## src/rtl/lcd_page_scheduler_if.sv

```systemverilog
// Source-fetch and text-buffer write bus between the page scheduler,
// the page sources and the LCD driver's 32-entry text buffer.
interface lcd_page_scheduler_if #(
    parameter int NUM_CHARS = 32,
    parameter int DATA_BITS = 8
);
    localparam int ADDR_BITS = $clog2(NUM_CHARS);

    logic [1:0]           src_sel;
    logic [ADDR_BITS-1:0] src_addr;
    logic [DATA_BITS-1:0] src_char;
    logic                 buf_we;
    logic [ADDR_BITS-1:0] buf_addr;
    logic [DATA_BITS-1:0] buf_data;

    modport master (
        output src_sel,
        output src_addr,
        input  src_char,
        output buf_we,
        output buf_addr,
        output buf_data
    );

    modport slave (
        input  src_sel,
        input  src_addr,
        output src_char,
        input  buf_we,
        input  buf_addr,
        input  buf_data
    );
endinterface

```

## src/rtl/lcd_page_scheduler.sv

```systemverilog
// Chooses which 32-char page the LCD shows and copies it into the driver's
// text buffer after every refresh; rotates pages 0/1 and lets alerts pre-empt.
module lcd_page_scheduler #(
    parameter int NUM_CHARS    = 32,
    parameter int DATA_BITS    = 8,
    parameter int DWELL_FRAMES = 4,
    parameter int ALERT_FRAMES = 8
) (
    input  logic                  clk,
    input  logic                  rst,
    input  logic                  lcd_frame_done,
    input  logic                  status_en,
    input  logic                  alert_req,
    output logic                  alert_ack,
    output logic [1:0]            active_page,
    output logic                  busy,
    lcd_page_scheduler_if.master  bus
);
    localparam int ADDR_BITS = $clog2(NUM_CHARS);
    localparam int DWELL_W   = $clog2(DWELL_FRAMES) + 1;
    localparam int ALERT_W   = $clog2(ALERT_FRAMES) + 1;

    localparam logic [ADDR_BITS-1:0] LAST_ADDR  = ADDR_BITS'(NUM_CHARS - 1);
    localparam logic [DWELL_W-1:0]   DWELL_LAST = DWELL_W'(DWELL_FRAMES - 1);
    localparam logic [ALERT_W-1:0]   ALERT_LOAD = ALERT_W'(ALERT_FRAMES - 1);
    localparam logic [1:0]           PAGE_CLOCK  = 2'd0;
    localparam logic [1:0]           PAGE_STATUS = 2'd1;
    localparam logic [1:0]           PAGE_ALERT  = 2'd2;

    typedef enum logic [1:0] {
        IDLE,
        SELECT,
        COPY,
        FLUSH
    } state_t;

    state_t state, state_next;

    logic [1:0]         page_next;
    logic               sel_alert;
    logic               sel_return;
    logic [1:0]         rot_page;
    logic               toggle_pend;
    logic [DWELL_W-1:0] dwell_cnt;
    logic [ALERT_W-1:0] alert_cnt;
    logic               alert_pend;
    logic               alert_expired;

    always_ff @(posedge clk) begin
        if (rst) begin
            state <= IDLE;
        end else begin
            state <= state_next;
        end
    end

    always_comb begin
        state_next = state;
        page_next  = active_page;
        sel_alert  = 1'b0;
        sel_return = 1'b0;
        alert_ack  = 1'b0;
        case (state)
            IDLE: begin
                if (lcd_frame_done) begin
                    state_next = SELECT;
                end
            end
            SELECT: begin
                state_next = COPY;
                if (alert_pend) begin
                    page_next = PAGE_ALERT;
                    sel_alert = 1'b1;
                end else if (active_page == PAGE_ALERT) begin
                    if (alert_expired) begin
                        alert_ack  = 1'b1;
                        sel_return = 1'b1;
                        page_next  = status_en ? rot_page : PAGE_CLOCK;
                    end
                end else if (!status_en) begin
                    page_next = PAGE_CLOCK;
                end else if (toggle_pend) begin
                    page_next = (rot_page == PAGE_CLOCK) ? PAGE_STATUS : PAGE_CLOCK;
                end else begin
                    page_next = rot_page;
                end
            end
            COPY: begin
                if (bus.src_addr == LAST_ADDR) begin
                    state_next = FLUSH;
                end
            end
            FLUSH: begin
                state_next = IDLE;
            end
            default: begin
                state_next = IDLE;
            end
        endcase
    end

    assign busy = (state != IDLE);

    // Copy datapath: src_addr walks the page while the previous char is written.
    always_ff @(posedge clk) begin
        if (rst) begin
            bus.buf_we   <= 1'b0;
            bus.buf_addr <= '0;
            bus.buf_data <= DATA_BITS'(8'h20);
            bus.src_sel  <= PAGE_CLOCK;
            bus.src_addr <= '0;
            active_page  <= PAGE_CLOCK;
            rot_page     <= PAGE_CLOCK;
        end else begin
            bus.buf_we <= (state == COPY);
            if (state == COPY) begin
                bus.buf_addr <= bus.src_addr;
                bus.buf_data <= bus.src_char;
            end
            if (state == SELECT) begin
                bus.src_sel  <= page_next;
                active_page  <= page_next;
                bus.src_addr <= '0;
                if (page_next != PAGE_ALERT) begin
                    rot_page <= page_next;
                end
            end else if (state == COPY && bus.src_addr != LAST_ADDR) begin
                bus.src_addr <= bus.src_addr + 1'b1;
            end
        end
    end

    // Frame counters run in every state, so refreshes during a copy still count.
    always_ff @(posedge clk) begin
        if (rst) begin
            dwell_cnt     <= '0;
            toggle_pend   <= 1'b0;
            alert_cnt     <= '0;
            alert_pend    <= 1'b0;
            alert_expired <= 1'b0;
        end else begin
            if (state == SELECT && sel_alert) begin
                alert_pend <= 1'b0;
            end
            if (alert_req) begin
                alert_pend <= 1'b1;
            end

            // The window closes at the first refresh that finds the count already at 0.
            if (state == SELECT && sel_alert) begin
                alert_cnt     <= ALERT_LOAD;
                alert_expired <= 1'b0;
            end else if (state == SELECT && sel_return) begin
                alert_expired <= 1'b0;
            end else if (lcd_frame_done && active_page == PAGE_ALERT) begin
                if (alert_cnt == '0) begin
                    alert_expired <= 1'b1;
                end else begin
                    alert_cnt <= alert_cnt - ALERT_W'(1);
                end
            end

            if (state == SELECT) begin
                toggle_pend <= 1'b0;
            end
            if (state == SELECT && sel_return) begin
                dwell_cnt <= '0;
            end else if (lcd_frame_done && active_page != PAGE_ALERT) begin
                if (dwell_cnt >= DWELL_LAST) begin
                    dwell_cnt   <= '0;
                    toggle_pend <= 1'b1;
                end else begin
                    dwell_cnt <= dwell_cnt + DWELL_W'(1);
                end
            end
        end
    end
endmodule

```

## src/flat_wrapper.sv

```systemverilog
// flat-port wrapper written by rule: the top's interface ports become plain ports
module lcd_page_scheduler_flat 
#(
    parameter int NUM_CHARS    = 32,
    parameter int DATA_BITS    = 8,
    parameter int DWELL_FRAMES = 4,
    parameter int ALERT_FRAMES = 8
)
  (clk, rst, lcd_frame_done, status_en, alert_req, alert_ack, active_page, busy, bus_src_sel, bus_src_addr, bus_src_char, bus_buf_we, bus_buf_addr, bus_buf_data);
  lcd_page_scheduler_if #(.NUM_CHARS(NUM_CHARS), .DATA_BITS(DATA_BITS)) bus_i ();
  input  logic clk;
  input  logic rst;
  input  logic lcd_frame_done;
  input  logic status_en;
  input  logic alert_req;
  output logic alert_ack;
  output logic [1:0] active_page;
  output logic busy;
  output wire logic [$bits(bus_i.src_sel)-1:0] bus_src_sel;
  output wire logic [$bits(bus_i.src_addr)-1:0] bus_src_addr;
  input wire logic [$bits(bus_i.src_char)-1:0] bus_src_char;
  output wire logic [$bits(bus_i.buf_we)-1:0] bus_buf_we;
  output wire logic [$bits(bus_i.buf_addr)-1:0] bus_buf_addr;
  output wire logic [$bits(bus_i.buf_data)-1:0] bus_buf_data;
  assign bus_src_sel = bus_i.src_sel;
  assign bus_src_addr = bus_i.src_addr;
  assign bus_i.src_char = bus_src_char;
  assign bus_buf_we = bus_i.buf_we;
  assign bus_buf_addr = bus_i.buf_addr;
  assign bus_buf_data = bus_i.buf_data;
  lcd_page_scheduler #(.NUM_CHARS(NUM_CHARS), .DATA_BITS(DATA_BITS), .DWELL_FRAMES(DWELL_FRAMES), .ALERT_FRAMES(ALERT_FRAMES)) u_core (.clk(clk), .rst(rst), .lcd_frame_done(lcd_frame_done), .status_en(status_en), .alert_req(alert_req), .alert_ack(alert_ack), .active_page(active_page), .busy(busy), .bus(bus_i));
endmodule
```

## config.mk

```make
export PLATFORM = sky130hd
export DESIGN_NAME = lcd_page_scheduler_flat
export DESIGN_NICKNAME = d
export VERILOG_FILES = /design/src/rtl/lcd_page_scheduler_if.sv /design/src/rtl/lcd_page_scheduler.sv /design/src/flat_wrapper.sv
export SDC_FILE = /design/constraint.sdc
export NUM_CORES = 1
export LEC_CHECK = 0
export BUFFER_PORTS_ARGS = -buffer_cell sky130_fd_sc_hd__buf_4
export CAP_MARGIN = 20
export CORE_MARGIN = 4
export CORE_UTILIZATION = 40
export DETAILED_ROUTE_END_ITERATION = 12
export PLACE_DENSITY = 0.73
export SLEW_MARGIN = 15
export SYNTH_ARGS = -nofsm -noshare
export SYNTH_HDL_FRONTEND = slang
export SYNTH_SLANG_ARGS = --single-unit
```

## constraint.sdc

```tcl
create_clock -name clk -period 1.8 [get_ports clk]
set_input_delay 0.27 -clock clk [delete_from_list [all_inputs] [get_ports clk]]
set_output_delay 0.27 -clock clk [all_outputs]
set_load 0.02 [all_outputs]
```

==> results.txt, run 1 <==
Status: completed
H-Tree Depth: 2
Layout cell share with drive strength beyond 1: 27.9%
End of the worst register-to-register path: u_core.dwell_cnt[2]
Crit start category: flop
R2R depth: 6
Synthesis-stage register bit count: 35
Detailed-route vias per instance: 5.07
Worst endpoint required time: 1.53 ns
Critical path type: reg2out
Crit share post-route: 93.2%
Root Buffer: clkbuf_8
Pre-CTS setup slack: 0.121 ns
Drt total wl: 3330 microns
Tmin final: 1.68 ns
Placed cells: 254
Routability cong.: 0.783
CTS clk-pin slew, worst paths: 0.07 ns
YS warnings: 0
Clock Tree Buf Depth: 2
Post-route antenna net violation count: 0
Syn nets: 196
Leak: 0.857 nW
Pin count of the biggest net entering global routing: 36
Setup ws final: 0.122 ns
Vias in the first global route: 1179
Hold Startpoint: bus_src_char[5]
Initial DRC Count: 101
Min-delay worst type: in2reg
Initial core utilization: 42.9%
CP max FO: 6
Grt ovf: 0
Ant. Diodes: 0
Syn Area/Cell: 9.36 sq um
Final Slew Violations: 0
Port Buffers: 37
First-pass GRT wire length: 5460 microns
Max Cap Viol: 0
Die H: 71.8 microns
Power density over the cells: 1270 nW/um^2
Post-Syn Instances: 174
Gr usage total: 13.5%
Layout Nets: 236
FILL cells: 357
Setup violators final: 0
Placeable Area: 3800 sq um
Initial antenna violation count: 0
Non-Filler Instances: 263
Data arrival time of the critical path: 1.41 ns
Chip width: 71.8 microns
Mapped Area: 1630 sq um
Drt first pass iters: 4
WHS Endpoint: u_core.bus.buf_data[5]
Die ar.: 5160 sq um
Crit. End Element: output pin
# DRC: 0
Max transition margin: 75.3%
Peak supply drop: 0.000526 V
RR Startpoint: u_core.dwell_cnt[0]
TritonCTS Buffers: 5
Reg-to-reg setup timing slack: 0.17 ns
Worst-margin pin slew: 0.361 ns
Post-synth ARST share: 0%
Setup TNS: 0 ns
Area growth syn-to-layout: 26.2%
CTS tree: built
Seq/Total Area, Yosys: 43.0%
Number of cell rows: 22
Hold Vio Cnt, Final: 0
Distinct cell type count after synthesis: 43
Worst-skew pair later-pin latency: 0.28 ns
Max Clock Skew: 0.00597 ns
Clock net sink count: 35
RSZ-0062 raised after global routing: false
Vias: 1334
Boundary Pins: 38
Post-DP HPWL: 2390 microns
Top_reg_cell synth: dfxtp_1
Routed length per instance: 12.7 microns
Hold depth: 2
Post-synth EDFFs: 0
Max Fclk: 596 MHz
==> cell families after synthesis <==
logic type	Yosys count	share of synthesized area, %
AND/OR/NAND/NOR	60	18.6
flip-flops	35	43.0
AO/OA/AOI/OAI	30	14.1
buffers and inverters	22	6.61
multiplexers	15	9.22
adder cells (fa/ha/maj)	9	6.91
XOR/XNOR	3	1.61
==> Yosys cell counts (2+ instances only) <==
master	count	share of area, %
nand2_1	8	1.8
a211o_1	2	1.1
nor3_1	13	4.0
a41oi_1	2	1.1
buf_4	4	1.8
nor2b_1	4	1.5
mux2i_1	15	9.2
clkbuf_1	4	0.92
buf_2	2	0.61
dfxtp_1	35	43
a21oi_1	7	2.2
ha_1	9	6.9
nand2b_1	2	0.77
o21a_1	3	1.4
nor4_1	2	0.77
nand4_1	2	0.77
a211oi_1	3	1.4
xor2_1	2	1.1
o21ai_0	3	0.92
inv_1	10	2.3
nor2_1	20	4.6
==> how the worst max path moves through the flow <==
stage,from,endpoint,slack (ns),cells after the start
2_1_floorplan,u_core.bus.src_addr[0],u_core.bus.src_addr[3],0.11,8
3_3_place_gp,u_core.state[1],alert_ack,0.16,6
3_5_place_dp,u_core.state[1],alert_ack,0.12,6
4_1_cts,u_core.state[1],alert_ack,0.06,6
5_1_grt,u_core.state[1],alert_ack,0.01,6
6_report,u_core.state[1],alert_ack,0.12,6
==> sequential cells by signal, summed over array words and instances (netlist names) <==
signal,count
u_core.alert_cnt,4
u_core.alert_expired,1
u_core.alert_pend,1
u_core.bus.buf_addr,5
u_core.bus.buf_data,8
u_core.bus.buf_we,1
u_core.bus.src_addr,5
u_core.bus.src_sel,2
u_core.dwell_cnt,3
u_core.rot_page,2
u_core.state,2
u_core.toggle_pend,1
==> worst max-delay path: stages (launching register included) <==
cell     delay, ns
dfxtp_1       0.36
inv_2         0.07
ha_4          0.16
and2b_2       0.22
nand3_4       0.10
inv_1         0.06
buf_4         0.15
==> power breakdown <==
| group | switching [mW] | internal [mW] | total, mW |
|---|---|---|---|
| Sequential | 0.0938 | 0.897 | 0.991 |
| Clock | 0.264 | 0.271 | 0.535 |
| Combinational | 0.601 | 0.481 | 1.08 |
==> final cells by class <==
type | instances | area, sq um | area share (%)
Multi-Input combinational cell | 117 | 842 | 41.0
Sequential cell | 35 | 701 | 34.1
Timing Repair Buffer | 44 | 330 | 16.1
Clock buffer | 7 | 76.3 | 3.71
Tap cell | 48 | 60.1 | 2.92
Inverter | 11 | 41.3 | 2.01
Clock inverter | 1 | 5.00 | 0.243
==> through the flow <==
step	area, sq um	hold WS, ns	utilization, %	power, mW
2_1_floorplan	1630	0.387	-	1.75
3_3_place_gp	1950	0.465	51.2	2.04
3_5_place_dp	1950	0.468	51.2	2.05
4_1_cts	2050	0.188	53.9	2.62
5_1_grt	2060	0.182	54.1	2.79
6_report	2060	0.194	54.1	2.61
==> cell usage in the layout (no fill, tap or decap), drive strengths merged, types with 3 or more instances in the layout <==
master,n
nand2,8
buf,44
nor2b,4
nor2,20
o21ai,3
a21oi,7
nor3,13
o21a,3
a211oi,5
inv,11
ha,9
mux2i,15
clkbuf,7
dfxtp,35
==> layer usage <==
layer / GRT usage [%] / routed length, microns / up-vias
met2: 19.7 / 1480 / 26
met5: 0 / 0 / -
li1: - / - / 689
met3: 4.07 / 151 / 8
met4: 6.89 / 68 / 0
met1: 17.8 / 1640 / 611
==> timing repair <==
action	in CTS	in global routing
setup endpoints to repair	1	1
gates resized for setup	2	3
hold buffers	0	0
pin swaps	0	0
buffers inserted	1	0
No activity file was read; power rests on OpenSTA's default activity.
==> inputs of run 2 (changes only) <==
--- a/config.mk
+++ b/config.mk
@@ -10,7 +10,7 @@
 export CORE_MARGIN = 4
 export CORE_UTILIZATION = 40
 export DETAILED_ROUTE_END_ITERATION = 12
-export PLACE_DENSITY = 0.73
+export PLACE_DENSITY = 0.76
 export SLEW_MARGIN = 15
 export SYNTH_ARGS = -nofsm -noshare
 export SYNTH_HDL_FRONTEND = slang
==> constraint.sdc (replaced) <==
create_clock -name clk -period 1.5 [get_ports clk]
set_input_delay 0.225 -clock clk [delete_from_list [all_inputs] [get_ports clk]]
set_output_delay 0.225 -clock clk [all_outputs]
set_load 0.02 [all_outputs]
==> run 2 against run 1 <==
- highest routed layer unchanged
- the flow now finishes with violations (setup timing)
- sequential power grew 22%
- clock-buffer cell count unchanged
- via count increased by 8.2%
- non-clock buffer count increased by 21
- critical path type is now reg2reg
- final cell count increased by 8.0%
- worst setup slack worse by 0.21 ns
- die area is the same
- sequential cell count stayed put
- critical path depth up 2
- combinational power increased by 53%
==> results.txt, run 2 (synthesis gave the netlist of run 1 again) <==
Status: finished, violations left (was completed)
Failing checks: setup timing
# DRC: 0 (unchanged)
Worst-skew pair later-pin latency: 0.28 ns (about the same)
Final non-filler cell area: 2350 sq um (was 2060 sq um)
CTS clk-pin slew, worst paths: 0.07 ns (about the same)
First-pass GRT wire length: 5980 microns (was 5460 microns)
Grt ovf: 0 (unchanged)
Setup ws final: -0.0897 ns (was 0.122 ns)
Post-route antenna net violation count: 0 (unchanged)
Register bank with the most flops: u_core.bus.buf_data (unchanged)
Boundary Pins: 38 (unchanged)
Leak: 0.974 nW (was 0.857 nW)
Crit. End Element: flop (was output pin)
RSZ-0062 raised after global routing: true (was false)
Hold Vio Cnt, Final: 0 (unchanged)
Pre-CTS setup slack: -0.0688 ns (was 0.121 ns)
Peak supply drop: 0.000789 V (was 0.000526 V)
Power density over the cells: 1510 nW/um^2 (was 1270 nW/um^2)
Max transition margin: 74.8% (was 75.3%)
Final Slew Violations: 0 (unchanged)
Drt first pass iters: 4 (unchanged)
CP max FO: 7 (was 6)
Hold slack: 0.143 ns (was 0.194 ns)
Initial DRC Count: 99 (was 101)
Vias in the first global route: 1349 (was 1179)
Post-DP HPWL: 2420 microns (was 2390 microns)
Leading cell type in the layout, fill and taps excluded: buf_4 (unchanged)
Drt total wl: 3770 microns (was 3330 microns)
Ant. Diodes: 0 (unchanged)
Port Buffers: 37 (unchanged)
Largest register FFs: 8 (unchanged)
Root Buffer: clkbuf_8 (unchanged)
Die H: 71.8 microns (unchanged)
Initial core utilization: 42.9% (unchanged)
Worst endpoint required time: 1.70 ns (was 1.53 ns)
Pin count of the biggest net entering global routing: 36 (unchanged)
Placeable Area: 3800 sq um (unchanged)
Number of cell rows: 22 (unchanged)
Max Cap Viol: 0 (unchanged)
Largest regs: u_core.bus.buf_data x8, u_core.bus.buf_addr x5, u_core.bus.src_addr x5 (unchanged)
Setup TNS: -0.361 ns (was 0 ns)
Worst-margin pin slew: 0.378 ns (was 0.361 ns)
Clock Tree Buf Depth: 2 (unchanged)
Gr usage total: 14.6% (was 13.5%)
Layout cell share with drive strength beyond 1: 43.6% (was 27.9%)
Routed length per instance: 13.3 microns (was 12.7 microns)
Data arrival time of the critical path: 1.79 ns (was 1.41 ns)
Max Fclk: 629 MHz
Tmin final: 1.59 ns
Area growth syn-to-layout: 44.3% (was 26.2%)
H-Tree Depth: 2 (unchanged)
CTS tree: built (unchanged)
Detailed-route vias per instance: 5.08 (was 5.07)
Commonest cells after routing, fill and taps aside: buf_4 (63), dfxtp_1 (28), nor2_1 (19), mux2i_1 (15), nor3_1 (12) (was buf_4 (44), dfxtp_1 (35), nor2_1 (20), mux2i_1 (15), nor3_1 (13))
Min-delay worst type: in2reg (unchanged)
Critical path type: reg2reg (was reg2out)
Die ar.: 5160 sq um (unchanged)
Chip width: 71.8 microns (unchanged)
Routability cong.: 0.824 (was 0.783)
Setup violators final: 8 (was 0)
Vias: 1444 (was 1334)
Clock net sink count: 35 (unchanged)
Layout Nets: 257 (was 236)
Crit share post-route: 106%
FILL cells: 340 (was 357)
Initial antenna violation count: 0 (unchanged)
Total power draw: 3.56 mW (was 2.61 mW)
Placed Instance Area: 2070 sq um (was 1950 sq um)
Crit start category: flop (unchanged)
TritonCTS Buffers: 5 (unchanged)
Max Clock Skew: 0.00650 ns (was 0.00597 ns)
## run 2: cell count changes in the layout (fill, tap and decap cells not counted), sizes merged
cell / change
buf: +21
## run 2: metrics by stage
stage / std cells / utilization [%]
after floorplan: 174 / -
after global placement: 263 / 54.4
after detailed placement: 263 / 54.4
after CTS: 278 / 59.7
after global routing: 284 / 61.9
final: 284 / 61.9
## run 2: final timing paths
path | startpoint | endpoint | slack [ns] | cells after the start
hold reg to reg | u_core.bus.buf_data[3] | u_core.bus.buf_data[3] | 0.49 | 2
setup reg to reg | u_core.bus.src_addr[0] | u_core.bus.src_addr[3] | -0.09 | 8
setup / recovery | u_core.bus.src_addr[0] | u_core.bus.src_addr[3] | -0.09 | 8
hold / removal | bus_src_char[5] | u_core.bus.buf_data[5] | 0.14 | 2
## run 2: layout make-up
type                       count  area, sq um  area share, %
multi-input combinational    117          940           40.0
sequential                    35          712           30.3
timing repair buffer          65          504           21.4
clock buffer                   7         86.3           3.67
tap                           48         60.1           2.55
inverter                      11         43.8           1.86
clock inverter                 1         5.00          0.213
## run 2: critical path: stages, from the launching register on
cell and delay (ns):
dfxtp_4 0.35, ha_4 0.15, and3_4 0.18, ha_4 0.14, nor2b_1 0.11, buf_4 0.16, nand4_1 0.11, xor2_1 0.15
nor3_1 0.15
## run 2: report_power, final
part,switching [mW],internal (mW)
clock network,0.330,0.370
registers,0.119,1.09
logic,0.826,0.821
## run 2: what timing repair did
item                       CTS  global route
buffers inserted             7             6
hold buffers                 0             0
setup endpoints to repair    5            14
hold endpoints to repair     0             0
pin swaps                    7             8
resized for setup           16            10
## run 2: routing by layer
layer / routed length [microns] / vias up / track usage [%]
met4: 60 / 0 / 4.38
met2: 1900 / 31 / 25.4
met1: 1660 / 679 / 17.1
met5: 0 / - / 0
li1: - / 728 / -
met3: 142 / 6 / 4.21
==> inputs of run 3 (changes only) <==
--- a/config.mk
+++ b/config.mk
@@ -11,6 +11,7 @@
 export CORE_UTILIZATION = 40
 export DETAILED_ROUTE_END_ITERATION = 12
 export PLACE_DENSITY = 0.76
+export SKIP_CTS_REPAIR_TIMING = 1
 export SLEW_MARGIN = 15
 export SYNTH_ARGS = -nofsm -noshare
 export SYNTH_HDL_FRONTEND = slang
==> run 3 against run 2 <==
- the flow still finishes with violations (setup timing)
- die area is the same
- power shrank 2.8%
- via count shrank 2.2%
- cell area shrank 2.3%
- clock-buffer cell count is the same
- register-to-register slack is essentially flat
- hold slack gained 0.0011 ns
- first-iteration DRC count shrank 20%
- clock skew grew 0.00099 ns
- critical endpoint unchanged
- highest routed layer unchanged
==> results.txt, run 3 (synthesis gave the netlist of run 1 again) <==
Logic gate share of total power: 45.0% (was 46.3%)
Setup ws final: -0.0841 ns (was -0.0897 ns)
Layout cell share with drive strength beyond 1: 40.3% (was 43.6%)
Initial DRC Count: 79 (was 99)
Grt met3 use: 4.21% (unchanged)
Min-delay worst type: in2reg (unchanged)
Max transition margin: 74.7% (was 74.8%)
Crit share post-route: 106% (about the same)
Ant. Diodes: 0 (unchanged)
Max Cap Viol: 0 (unchanged)
CTS tree: built (unchanged)
Power density over the cells: 1510 nW/um^2 (about the same)
First-pass GRT wire length: 5580 microns (was 5980 microns)
Placeable Area: 3800 sq um (unchanged)
Worst-skew pair later-pin latency: 0.28 ns (about the same)
Peak supply drop: 0.000799 V (was 0.000789 V)
Grt ovf: 0 (unchanged)
Status: finished, violations left (unchanged)
Boundary Pins: 38 (unchanged)
Hold Vio Cnt, Final: 0 (unchanged)
Post-route antenna net violation count: 0 (unchanged)
M1 GR Usage: 16.2% (was 17.1%)
Clock Tree Buf Depth: 2 (unchanged)
Drt first pass iters: 4 (unchanged)
Crit. End Element: flop (unchanged)
RSZ-0062 raised after global routing: true (unchanged)
Sequential Power Share: 35.0% (was 34.0%)
Critical path type: reg2reg (unchanged)
Routability cong.: 0.824 (unchanged)
Commonest cells after routing, fill and taps aside: buf_4 (57), dfxtp_1 (30), nor2_1 (19), mux2i_1 (15), nor3_1 (12) (was buf_4 (63), dfxtp_1 (28), nor2_1 (19), mux2i_1 (15), nor3_1 (12))
Root Buffer: clkbuf_8 (unchanged)
Max Clock Skew: 0.00749 ns (was 0.00650 ns)
Drt total wl: 3600 microns (was 3770 microns)
Number of cell rows: 22 (unchanged)
Failing checks: setup timing (unchanged)
# DRC: 0 (unchanged)
Final non-filler cell area: 2300 sq um (was 2350 sq um)
Initial antenna violation count: 0 (unchanged)
Register bank with the most flops: u_core.bus.buf_data (unchanged)
Leak: 0.946 nW (was 0.974 nW)
FILL cells: 345 (was 340)
Total power draw: 3.46 mW (was 3.56 mW)
Area growth syn-to-layout: 41.0% (was 44.3%)
GR Util met2: 23.2% (was 25.4%)
Pin count of the biggest net entering global routing: 36 (unchanged)
Final Slew Violations: 0 (unchanged)
Vias in the first global route: 1275 (was 1349)
Clock net sink count: 35 (unchanged)
Switching share of power: 36.2% (was 35.9%)
Largest regs: u_core.bus.buf_data x8, u_core.bus.buf_addr x5, u_core.bus.src_addr x5 (unchanged)
Detailed-route vias per instance: 5.06 (was 5.08)
Register area: 709 sq um (was 712 sq um)
H-Tree Depth: 2 (unchanged)
Hold slack: 0.144 ns (was 0.143 ns)
Max Fclk: 631 MHz (was 629 MHz)
Clock Power Share: 20.1% (was 19.7%)
Die ar.: 5160 sq um (unchanged)
CP max FO: 7 (unchanged)
Post-DP HPWL: 2420 microns (unchanged)
CTS clk-pin slew, worst paths: 0.07 ns (about the same)
Pint: 2.20 mW (was 2.28 mW)
Placed cells: 263 (unchanged)
Leading cell type in the layout, fill and taps excluded: buf_4 (unchanged)
Routed length per instance: 12.9 microns (was 13.3 microns)
NetSw: 1.25 mW (was 1.28 mW)
Largest register FFs: 8 (unchanged)
Chip width: 71.8 microns (unchanged)
Tmin final: 1.58 ns (was 1.59 ns)
Gr usage total: 13.6% (was 14.6%)
Worst endpoint required time: 1.70 ns (about the same)
Initial core utilization: 42.9% (unchanged)
Die H: 71.8 microns (unchanged)
Data arrival time of the critical path: 1.78 ns (was 1.79 ns)
Crit start category: flop (unchanged)
Layout Nets: 252 (was 257)
Placed Instance Area: 2070 sq um (unchanged)
TritonCTS Buffers: 5 (unchanged)
Setup violators final: 5 (was 8)
Worst-margin pin slew: 0.379 ns (was 0.378 ns)
Non-Filler Instances: 279 (was 284)
Port Buffers: 37 (unchanged)
Top Usage Layer GRT: met2 (unchanged)
Vias: 1412 (was 1444)
Setup TNS: -0.312 ns (was -0.361 ns)
Area of the multi-input gates: 922 sq um (was 940 sq um)
[run 3: changes by cell type in the layout (fill, tap and decap cells not counted), sizes merged]
cell and delta:
buf -5
[run 3: routing by layer]
layer  part of all wire (%)  routed length [microns]
met2                     49                     1780
met4                    1.0                       37
met3                    4.2                      150
met1                     45                     1630
met5                      0                        0
[run 3: worst paths after layout]
| kind | from | endpoint | slack (ns) | depth (start not counted) |
|---|---|---|---|---|
| setup / recovery | u_core.bus.src_addr[0] | u_core.bus.src_addr[3] | -0.08 | 8 |
| setup reg to reg | u_core.bus.src_addr[0] | u_core.bus.src_addr[3] | -0.08 | 8 |
| hold / removal | bus_src_char[5] | u_core.bus.buf_data[5] | 0.14 | 2 |
| hold reg to reg | u_core.dwell_cnt[2] | u_core.dwell_cnt[2] | 0.48 | 2 |
[run 3: worst max-delay path, cell delays in order (launching register included)]
cell	delay [ns]
dfxtp_4	0.35
ha_4	0.16
and3_4	0.18
ha_4	0.14
nor2b_1	0.10
buf_4	0.17
nand4_1	0.10
xor2_1	0.15
nor3_1	0.15
[run 3: through the flow]
step	setup slack, ns	utilization [%]
floorplan	-0.0178	-
global placement	0.00157	54.4
detailed placement	-0.0688	54.4
CTS	-0.285	56.9
global route	-0.180	60.5
finish	-0.0841	60.5
[run 3: layout make-up]
cell class                 count  area share, %
clock buffer                   7           3.76
sequential                    35           30.9
tap                           48           2.61
inverter                      11           1.91
timing repair buffer          60           20.5
clock inverter                 1          0.218
multi-input combinational    117           40.1
[run 3: power by group through the flow]
stage                     Sequential [mW]  Clock [mW]  Combinational, mW
after floorplan                      1.30           0              0.829
after global placement               1.20           0               1.38
after detailed placement             1.20           0               1.39
after CTS                            1.18       0.719               1.40
after global routing                 1.23       0.771               1.68
final                                1.21       0.694               1.55
